<file path="src/rtl/bus_arbiter_pkg.sv">
// Shared types and constants for the two-master round-robin bus arbiter.
// Grant selection is a pure function so the tie-break rule lives in one place.
package bus_arbiter_pkg;

  localparam int         REG_BUS         = 32;
  localparam logic [7:0] ARB_TIMEOUT_DEF = 8'd255;

  typedef enum logic [1:0] {
    ARB_IDLE = 2'b00,
    ARB_GNT0 = 2'b01,
    ARB_GNT1 = 2'b10
  } arb_state_t;

  typedef struct packed {
    logic [REG_BUS-1:0] addr;
    logic [31:0]        data;
    logic               select;
    logic               we;
  } mreq_t;

  // On a tie the master that did not own the bus last time wins.
  function automatic arb_state_t pick_grant(input logic sel0, input logic sel1, input logic last);
    arb_state_t res;
    res = ARB_IDLE;
    if (sel0 && sel1) begin
      res = last ? ARB_GNT0 : ARB_GNT1;
    end else if (sel0) begin
      res = ARB_GNT0;
    end else if (sel1) begin
      res = ARB_GNT1;
    end
    return res;
  endfunction

endpackage

</file>
<file path="src/rtl/bus_arbiter.sv">
// Round-robin arbiter: two masters onto one slave bus, grant 1 cycle after request.
// Ack/err/data are combinational from the slave; a silent slave is cut off after TIMEOUT cycles.
module bus_arbiter
  import bus_arbiter_pkg::*;
#(
  parameter logic [7:0] TIMEOUT = ARB_TIMEOUT_DEF
) (
  input  logic               clk_i,
  input  logic               rst_i,

  input  logic [REG_BUS-1:0] m0_addr_i,
  input  logic [31:0]        m0_data_i,
  input  logic               m0_select_i,
  input  logic               m0_we_i,
  output logic [31:0]        m0_data_o,
  output logic               m0_ack_o,
  output logic               m0_err_o,

  input  logic [REG_BUS-1:0] m1_addr_i,
  input  logic [31:0]        m1_data_i,
  input  logic               m1_select_i,
  input  logic               m1_we_i,
  output logic [31:0]        m1_data_o,
  output logic               m1_ack_o,
  output logic               m1_err_o,

  output logic [REG_BUS-1:0] bus_addr_o,
  output logic [31:0]        bus_data_o,
  output logic               bus_select_o,
  output logic               bus_we_o,
  input  logic [31:0]        bus_data_i,
  input  logic               bus_ack_i
);

  arb_state_t state, state_nxt;
  logic       last, last_nxt;
  logic [7:0] wait_cnt, wait_cnt_nxt;

  mreq_t req0, req1, cur;
  logic  granted, gnt1, cur_sel, timeout_hit, done;

  assign req0 = '{addr: m0_addr_i, data: m0_data_i, select: m0_select_i, we: m0_we_i};
  assign req1 = '{addr: m1_addr_i, data: m1_data_i, select: m1_select_i, we: m1_we_i};

  always_comb begin
    granted     = (state == ARB_GNT0) || (state == ARB_GNT1);
    gnt1        = (state == ARB_GNT1);
    cur         = gnt1 ? req1 : req0;
    cur_sel     = granted && cur.select;
    // A slave ack arriving on the last allowed cycle still completes normally.
    timeout_hit = cur_sel && !bus_ack_i && (wait_cnt == TIMEOUT - 8'd1);
    done        = cur_sel && (bus_ack_i || timeout_hit);
  end

  always_ff @(posedge clk_i or negedge rst_i) begin
    if (!rst_i) begin
      state    <= ARB_IDLE;
      last     <= 1'b1;
      wait_cnt <= '0;
    end else begin
      state    <= state_nxt;
      last     <= last_nxt;
      wait_cnt <= wait_cnt_nxt;
    end
  end

  always_comb begin
    state_nxt    = state;
    last_nxt     = last;
    wait_cnt_nxt = wait_cnt;
    case (state)
      ARB_IDLE: begin
        state_nxt    = pick_grant(req0.select, req1.select, last);
        wait_cnt_nxt = '0;
      end
      ARB_GNT0, ARB_GNT1: begin
        if (!cur.select || done) begin
          state_nxt    = ARB_IDLE;
          last_nxt     = gnt1;
          wait_cnt_nxt = '0;
        end else begin
          wait_cnt_nxt = wait_cnt + 8'd1;
        end
      end
      default: begin
        state_nxt    = ARB_IDLE;
        wait_cnt_nxt = '0;
      end
    endcase
  end

  always_comb begin
    bus_addr_o   = '0;
    bus_data_o   = '0;
    bus_we_o     = 1'b0;
    bus_select_o = 1'b0;
    m0_data_o    = '0;
    m0_ack_o     = 1'b0;
    m0_err_o     = 1'b0;
    m1_data_o    = '0;
    m1_ack_o     = 1'b0;
    m1_err_o     = 1'b0;
    if (granted) begin
      bus_addr_o   = cur.addr;
      bus_data_o   = cur.data;
      bus_we_o     = cur.we;
      bus_select_o = cur_sel && !timeout_hit;
      if (gnt1) begin
        m1_data_o = bus_data_i;
        m1_ack_o  = done;
        m1_err_o  = timeout_hit;
      end else begin
        m0_data_o = bus_data_i;
        m0_ack_o  = done;
        m0_err_o  = timeout_hit;
      end
    end
  end

  a_one_ack: assert property (@(posedge clk_i) disable iff (!rst_i) !(m0_ack_o && m1_ack_o));
  a_err0_ack: assert property (@(posedge clk_i) disable iff (!rst_i) m0_err_o |-> m0_ack_o);
  a_err1_ack: assert property (@(posedge clk_i) disable iff (!rst_i) m1_err_o |-> m1_ack_o);
  a_sel_gnt: assert property (@(posedge clk_i) disable iff (!rst_i) bus_select_o |-> granted);
  a_cnt_rng: assert property (@(posedge clk_i) disable iff (!rst_i) wait_cnt < TIMEOUT);

endmodule
</file>
<file path="config.mk">
export PLATFORM = sky130hd
export DESIGN_NAME = bus_arbiter
export DESIGN_NICKNAME = d
export VERILOG_FILES = /design/src/rtl/bus_arbiter_pkg.sv /design/src/rtl/bus_arbiter.sv
export SDC_FILE = /design/constraint.sdc
export NUM_CORES = 1
export LEC_CHECK = 0
export ABC_AREA = 1
export BUFFER_PORTS_ARGS = -buffer_cell sky130_fd_sc_hd__buf_2
export CAP_MARGIN = 20
export CORE_AREA = 2 2 117 119
export DETAILED_ROUTE_END_ITERATION = 8
export DIE_AREA = 0 0 119 121
export SLEW_MARGIN = 20
export SYNTH_ARGS = -nofsm -noshare
export SYNTH_HDL_FRONTEND = slang
export SYNTH_SLANG_ARGS = --single-unit
</file>
<file path="constraint.sdc">
create_clock -name clk_i -period 4.35 [get_ports clk_i]
set_clock_uncertainty 0.15 [all_clocks]
set_input_delay 0.435 -clock clk_i [delete_from_list [all_inputs] [get_ports clk_i]]
set_output_delay 0.435 -clock clk_i [all_outputs]
set_load 0.05 [all_outputs]
</file>
==> metrics.csv <==
metric,value,unit
status,"complete, no violations",
tightest_slew,0.901,ns
gr-total-overflow,0,
yosys-top-cells-count,"180 x nand2_1, 75 x inv_1, 68 x a21oi_1, 47 x nor2_1, 21 x buf_2",
fin_cells,893,
synth_fa_ha_area_share,2.39,%
path_clk_slew,0.04,ns
yosysSeqAreaShare,13.2,%
drv_cap,0,
insertion_delay,0.24,ns
tns,0,ns
cts_tree,built,
yosysWarnings,0,
synth_ff_type,dfrtp_1,
core,0.0131,mm^2
die_h,121,um
globalRouteTotalUtil,13.3,%
syn_to_final_growth,82.0,%
slowest_delay,0.50,ns
synth_mux_area_share,0,%
async_reset_ff_share,100,%
cts-root-buf,clkbuf_16,
start_util,16.0,%
synth-compound-area-share,17.7,%
syn_area,0.00209,mm^2
die_w,119,um
required,3.76,ns
grt_pass1_vias,3104,
pin_count,301,
period_share,74.8,%
drc_errors,0,
via_count,3502,
synth_top_family_by_area,simple AND/OR/NAND/NOR gates,
crit_arrival,2.67,ns
dp_hpwl,8750,um
placement.io_buffers,300,
yosys.area.top_type,nand2_1,
place_inst,886,
post_cts_buffers,0,
crit_path_end_kind,output pin,
drt_iter0_drc,147,
hold_viol_final,0,
vias_per_cell,3.92,
ys_ff_latch,11,
critPathKind,reg -> out,
wl_per_cell,12.0,um
synth-simple-area-share,44.5,%
cts.sinks,11,
slowest_stage,inv_2,
start_kind,flop,
final_layout_size_suffix_gt1_share,44.5,%
core.rowCount,42,
die_area,0.0144,mm^2
fin_hold_ws,0.330,ns
antenna_found_initial,2,
cts_buffers,3,
synth_cells,435,
routed_wl,10700,um
rsz0062_at_grt,no,
synth_area_leaders,"nand2_1 32%, a21oi_1 16%, inv_1 13%, dfrtp_1 12%, nor2_1 8.4%",
hp-class,reg -> reg,
grt_max_degree,56,
critPathMaxFanout,53,
routabilityCongestion,0.776,
grt_first_pass_wirelength,15700,um
synth-edff-count,0,
postSynthAreaPerCell,4.81,um^2
slew_headroom,39.8,%
slew_violations,0,
min_period,3.26,ns
cts_max_level,1,
synth-xor-area-share,1.68,%
synth.top_cell.area_share,32.3,%
setup_viol,0,
drtPass1Iterations,4,
synthDistinctLibCells,24,
clk_path_buf_depth,2,
fin_nets,887,
ant_nets,0,
utilization,29.1,%
synth_most_common_cell,nand2_1,
path_cells,"inv_1, ha_4, inv_2, nand2_1, nand2_1, nor2_2, inv_1, nor3_1, buf_2",
fmax,0.307,GHz
syn_nets,606,
-- metrics by stage --
| stage | setup slack (ns) | area [um^2] |
|---|---|---|
| 6_report | 1.09 | 3810 |
| 5_1_grt | 0.786 | 3800 |
| 4_1_cts | 1.00 | 3800 |
| 3_5_place_dp | 1.26 | 3710 |
| 3_3_place_gp | 1.29 | 3710 |
| 2_1_floorplan | 1.71 | 2090 |
-- layer usage --
metal	GRT usage, %	up-vias	share of wire (%)
met5	0	-	0
met4	2.75	0	1.1
met3	2.87	9	9.0
met2	22.9	164	47
met1	17.0	1475	43
li1	-	1854	-
-- cell families (layout without fill, tap and decap cells) --
kind of cell,after synthesis,after routing
AO/OA/AOI/OAI,72,72
XOR/XNOR,4,4
adder cells (fa/ha/maj),4,4
buffers and inverters,105,385
flip-flops,11,11
other,0,2
AND/OR/NAND/NOR,239,239
-- flip-flops by register name, indices dropped and copies added (netlist names) --
signal,cells
wait_cnt,8
state,2
last,1
-- final timing paths --
kind | slack [ns] | startpoint | depth (start not counted) | to
setup / recovery | 1.09 | state[0] | 9 | m1_err_o
hold / removal | 0.33 | last | 2 | last
setup reg to reg | 1.66 | state[0] | 9 | state[0]
hold reg to reg | 0.33 | last | 2 | last
max in group asynchronous | 3.35 | rst_i | 2 | last
min in group asynchronous | 0.44 | rst_i | 2 | wait_cnt[7]
-- final cells by class --
cell class / count / area, um^2
multi-input combinational: 319 / 1400
inverter: 76 / 285
timing repair buffer: 305 / 1540
clock buffer: 4 / 78.8
antenna: 2 / 5.00
fill: 1504 / 9280
sequential: 11 / 277
tap: 176 / 220
-- worst max-delay path: cells and delay by family (launching register included) --
family	cells	cell delay, ns
flip-flops	1	0.35
buffers and inverters	4	1.03
AND/OR/NAND/NOR	4	0.56
adder cells (fa/ha/maj)	1	0.49
-- cell usage in the layout, fill, tap and decap left out, drive strengths merged, types with 4 or more instances in the layout --
cell type,synthesis,final
dfrtp,10,10
nand3,4,4
clkbuf,6,4
nand2,181,181
inv,76,76
a21oi,68,68
buf,23,304
ha,4,4
nor3,5,5
nor2,48,48
-- what timing repair did --
action / CTS / global route
hold buffers: 1 / 0
resized for setup: 0 / 0
endpoints found under the hold margin: 10 / 0
Power is not shown: default switching activity piles up to over one toggle a cycle in this logic, so the estimate is an artifact.
